<file path="src/rtl/bounded_counter.sv">
// bounded_counter: parametrised up/down counter confined to [MIN_VAL, MAX_VAL].
// Features: wrap or saturate at the bounds, synchronous clear and clamped load,
// an enable prescaler, a registered wrap pulse (tc), a sticky saturation flag
// and a registered load-clamp pulse. There is no handshake on this block; every
// input is sampled on each rising clock edge.
module bounded_counter #(
   parameter int WIDTH    = 8,
   parameter int MIN_VAL  = 0,
   parameter int MAX_VAL  = 100,
   parameter int PRESCALE = 1
) (
   input  logic             clk,
   input  logic             reset,
   input  logic             enable,
   input  logic             up_dn,
   input  logic             wrap_mode,
   input  logic             clear,
   input  logic             load,
   input  logic [WIDTH-1:0] load_val,
   output logic [WIDTH-1:0] counter,
   output logic             at_max,
   output logic             at_min,
   output logic             tc,
   output logic             sat_hit,
   output logic             load_err
);

   // Prescaler width: at least one bit so PRESCALE=1 still elaborates cleanly.
   localparam int PS_W = (PRESCALE > 1) ? $clog2(PRESCALE) : 1;
   localparam logic [PS_W-1:0] PS_LAST = PS_W'(PRESCALE - 1);

   // Bounds widened by one bit so that MAX_VAL = 2**WIDTH-1 cannot overflow
   // when incremented or compared.
   localparam logic [WIDTH:0]   MIN_X = (WIDTH + 1)'(MIN_VAL);
   localparam logic [WIDTH:0]   MAX_X = (WIDTH + 1)'(MAX_VAL);
   localparam logic [WIDTH-1:0] MIN_W = WIDTH'(MIN_VAL);
   localparam logic [WIDTH-1:0] MAX_W = WIDTH'(MAX_VAL);

   logic [PS_W-1:0]  ps_cnt;
   logic [PS_W-1:0]  ps_next;
   logic             step;

   logic [WIDTH:0]   cnt_x;
   logic [WIDTH:0]   lv_x;
   logic [WIDTH:0]   cnt_next_x;
   logic [WIDTH-1:0] counter_next;
   logic             tc_next;
   logic             sat_next;
   logic             load_err_next;

   assign cnt_x = {1'b0, counter};
   assign lv_x  = {1'b0, load_val};

   // Prescaler: counts enabled clocks and fires step on the last one; any
   // clear, load or dropped enable discards the partial count.
   always_comb begin
      ps_next = ps_cnt;
      step    = 1'b0;
      if (clear || load || !enable) begin
         ps_next = '0;
      end else if (ps_cnt == PS_LAST) begin
         ps_next = '0;
         step    = 1'b1;
      end else begin
         ps_next = ps_cnt + PS_W'(1);
      end
   end

   // Next count and flag values, honouring clear > load > step priority.
   always_comb begin
      cnt_next_x    = cnt_x;
      tc_next       = 1'b0;
      sat_next      = sat_hit;
      load_err_next = 1'b0;
      if (clear) begin
         cnt_next_x = MIN_X;
         sat_next   = 1'b0;
      end else if (load) begin
         if (lv_x > MAX_X) begin
            cnt_next_x    = MAX_X;
            load_err_next = 1'b1;
         end else if (lv_x < MIN_X) begin
            cnt_next_x    = MIN_X;
            load_err_next = 1'b1;
         end else begin
            cnt_next_x = lv_x;
         end
      end else if (step) begin
         if (up_dn) begin
            if (cnt_x < MAX_X) begin
               cnt_next_x = cnt_x + (WIDTH + 1)'(1);
            end else if (wrap_mode) begin
               cnt_next_x = MIN_X;
               tc_next    = 1'b1;
            end else begin
               sat_next = 1'b1;
            end
         end else begin
            if (cnt_x > MIN_X) begin
               cnt_next_x = cnt_x - (WIDTH + 1)'(1);
            end else if (wrap_mode) begin
               cnt_next_x = MAX_X;
               tc_next    = 1'b1;
            end else begin
               sat_next = 1'b1;
            end
         end
      end
   end

   // Final range guard: whatever the path above produced, the register can
   // only ever take a value inside [MIN_VAL, MAX_VAL].
   always_comb begin
      if (cnt_next_x > MAX_X) begin
         counter_next = MAX_W;
      end else if (cnt_next_x < MIN_X) begin
         counter_next = MIN_W;
      end else begin
         counter_next = cnt_next_x[WIDTH-1:0];
      end
   end

   // State registers with synchronous active-high reset.
   always_ff @(posedge clk) begin
      if (reset) begin
         counter  <= MIN_W;
         ps_cnt   <= '0;
         tc       <= 1'b0;
         sat_hit  <= 1'b0;
         load_err <= 1'b0;
      end else begin
         counter  <= counter_next;
         ps_cnt   <= ps_next;
         tc       <= tc_next;
         sat_hit  <= sat_next;
         load_err <= load_err_next;
      end
   end

   // Bound indicators decoded straight from the count register.
   always_comb begin
      at_max = (counter == MAX_W);
      at_min = (counter == MIN_W);
   end

endmodule
</file>
<file path="config.mk">
export PLATFORM = sky130hd
export DESIGN_NAME = bounded_counter
export DESIGN_NICKNAME = d
export VERILOG_FILES = /design/src/rtl/bounded_counter.sv
export SDC_FILE = /design/constraint.sdc
export NUM_CORES = 1
export LEC_CHECK = 0
export ABC_CLOCK_PERIOD_IN_PS = 5900
export BUFFER_PORTS_ARGS = -buffer_cell sky130_fd_sc_hd__buf_2
export CAP_MARGIN = 20
export CORE_MARGIN = 2
export CORE_UTILIZATION = 58
export DETAILED_ROUTE_END_ITERATION = 6
export PLACE_DENSITY = 0.84
export SLEW_MARGIN = 20
export SYNTH_ARGS = -nofsm -noshare
export SYNTH_HDL_FRONTEND = slang
export SYNTH_SLANG_ARGS = --single-unit
</file>
<file path="constraint.sdc">
create_clock -name clk -period 5.9 [get_ports clk]
set_input_delay 0.295 -clock clk [delete_from_list [all_inputs] [get_ports clk]]
set_output_delay 0.295 -clock clk [all_outputs]
set_load 0.02 [all_outputs]
</file>
==> out/qor.csv <==
stage,metric,value,unit
floorplan,io_pins,28,
synth,avgSynthCellArea,7.654,um2
floorplan,start_util,59.98,%
synth,ys.flop_type,dfxtp_1,
clock_tree,clkTransAtPathRegs,0.08,ns
worst_setup_path,critPathArrivalTime,2.84,ns
worst_hold_path,hold_class,in -> reg,
clock_tree,ctsHoldBuffers,0,
sta,rsz0062_at_grt,no,
global_routing,grt_pass1_wl,6389,um
job,maxCapViolCount,0,
power,ir_drop,0.0001998,V
final_layout,stdcell_count,218,
clock_tree,worstSkewPairLatency,0.28,ns
final_layout,seqCellArea,240.2,um2
floorplan,fp.dieW,51.37,um
detailed_routing,via_count,1567,
floorplan,die_area,2638,um2
detailed_routing,drtIter0Drc,102,
synth,yosysSeqAreaShare,18.46,%
worst_setup_path,critPathLaunchType,flip-flop,
clock_tree,cts_max_level,1,
clock_tree,cts_tree,yes,
detailed_routing,dr.pass1.iters,6,
final_layout,final_nets,209,
floorplan,core,2170,um2
sta,worst_pin_slew,0.6802,ns
global_routing,gr-total-overflow,0,
clock_tree,ctsRootBufferMaster,clkbuf_4,
final_layout,final_layout_size_suffix_gt1_share,22.63,%
outcome,outcome,"finished, final reports clean",
synth,ys_ff_latch,12,
sta,slew_headroom,54.18,%
global_routing,antenna_found_initial,0,
global_routing,track_usage,32.56,%
clock_tree,cts_resized,0,
sta,fin_worst_skew,0.008218,ns
synth,syn-cell-area,1301,um2
placed_design,io_buffers,27,
placed_design,routabilityCongestion,1.059,
final_layout,antenna_cells,0,
worst_setup_path,crit_required,6.05,ns
power,power_density,171.3,nW/um2
placed_design,dp_cells,214,
clock_tree,cts_post_setup_buffers_inserted,0,
sta,fin_tns_setup,0,ns
detailed_routing,totalWireLength,4012,um
floorplan,die_h,51.37,um
sta,layout_min_cycle_time,2.688,ns
sta,finalHoldViolCount,0,
power,cellLeakagePower,0.0005973,uW
sta,max_freq,372.0,MHz
clock_tree,clockBufferDepth,2,
final_layout,multi_input_area,947.2,um2
synth,async_reset_ff_share,0,%
clock_tree,clock_sinks,12,
clock_tree,cts_buffers,3,
sta,final.period_utilization,45.56,%
worst_setup_path,path_class,reg -> reg,
placed_design,dpl.hpwl,2957,um
detailed_routing,ant_nets,0,
global_routing,grt_max_degree,19,
synth,synthCells,170,
detailed_routing,remaining_drc_errors,0,
synth,yosys_warnings,0,
synth,yosysUniqueCellTypes,67,
sta,finalSetupViolCount,0,
synth,synth-edff-count,0,
final_layout,area_growth,10.29,%
sta,maxSlewViolCount,0,
final_layout,fillCellCount,202,
floorplan,fp-row-count,17,
global_routing,grt_pass1_vias,1373,
worst_setup_path,worstPathMaxFanout,8,
worst_setup_path,critPathCaptureType,flip-flop,
detailed_routing,routedWlPerCell,18.40,um
detailed_routing,viasPerCell,7.188,
## power breakdown
part / internal [uW] / switching (uW)
Sequential: 84.5 / 12.6
Clock: 37.6 / 28.1
Combinational: 31.8 / 51.3
## sequential cells by signal, summed over array words and instances (netlist names)
name,flops
sat_hit,1
counter,8
load_err,1
tc,1
ps_cnt,1
## through the flow
step / cell area [um2] / hold WS (ns) / setup slack (ns) / utilization [%] / power (uW)
floorplan: 1305 / 0.4510 / 3.576 / - / 156.3
global placement: 1399 / 0.4538 / 3.462 / 64.48 / 177.2
detailed placement: 1399 / 0.4601 / 3.308 / 64.48 / 178.7
CTS: 1435 / 0.2806 / 3.257 / 66.15 / 243.7
global route: 1435 / 0.2857 / 3.150 / 66.15 / 256.2
finish: 1435 / 0.2818 / 3.212 / 66.15 / 245.8
## logic make-up after synthesis
logic type                 share of synthesized area [%]
xor gates and xnor gates                          0.6732
adders and majority gates                          2.885
DFF                                                18.46
other                                             0.2882
muxes                                             0.8653
and+or+nand+nor                                    32.88
buffers and inverters                              9.038
AOI/OAI and AO/OA                                  34.91
## worst max-delay path, cell delays in order (launching register included)
cell and delay, ns:
dfxtp_1 0.53, inv_1 0.15, ha_1 0.27, nor3b_1 0.16
a21boi_1 0.17, mux2_2 0.29, a32o_1 0.27, nand3b_1 0.23
a2111oi_1 0.49
## synthesized netlist by cell type (2+ instances only)
master	n	area share [%]
nor4b_1	2	1.3
nor3_1	7	2.7
nand2b_1	3	1.4
nor2_1	15	4.3
buf_2	4	1.5
a21oi_1	12	4.6
o41ai_1	2	1.3
o221ai_1	3	2.0
a2111oi_1	2	1.5
buf_6	2	1.7
clkbuf_1	2	0.58
a221oi_1	2	1.3
nand3_1	7	2.7
ha_1	3	2.9
or4_1	2	1.2
nand2_1	11	3.2
and4_1	2	1.3
nand3b_1	2	1.2
a21o_1	2	1.2
o31a_1	2	1.3
nor2b_1	2	0.96
nand4_1	4	1.9
inv_1	11	3.2
nor4_1	3	1.4
o21ai_0	6	2.3
buf_4	3	1.7
dfxtp_1	12	18
and3_1	3	1.4
## area by class of cell
| cell class | instances | area share, % |
|---|---|---|
| inverters | 11 | 2.877 |
| multi-input cells | 136 | 66.00 |
| repair buffers | 27 | 9.416 |
| clock buffers | 4 | 2.528 |
| flip-flops and latches | 12 | 16.74 |
| well taps | 28 | 2.441 |
## per-layer routing
metal,GRT usage [%],wire (um),up-vias,part of all wire [%]
met5,0,0,-,0
met4,15.35,138,0,3.4
met1,43.57,1517,723,38
met3,4.386,490,21,12
met2,51.28,1866,122,47
li1,-,-,701,-
## cell usage in the layout (no fill, tap or decap), types with 2 or more instances in the layout
cell type / count
nand2_1: 11
nor4b_1: 2
nand2b_1: 3
and3_1: 3
and4_1: 2
o31a_1: 2
o41ai_1: 2
conb_1: 2
nand3b_1: 2
a221oi_1: 2
a21oi_1: 12
nor3_1: 7
a21o_1: 2
a2111oi_1: 2
inv_1: 11
or4_1: 2
buf_2: 27
clkbuf_4: 3
nor2_1: 15
ha_1: 3
nand4_1: 4
nand3_1: 7
nor2b_1: 2
o21ai_0: 6
nor4_1: 3
o221ai_1: 3
dfxtp_1: 12
## final timing paths
path                              endpoint  slack, ns  startpoint  cells after the start
worst min-delay path            counter[6]       0.28       reset                      2
worst max-delay path            counter[1]       3.21  counter[0]                      8
worst max register to register  counter[1]       3.21  counter[0]                      8
worst min register to register     sat_hit       0.48     sat_hit                      2
Power figures use the tool's default switching activity.
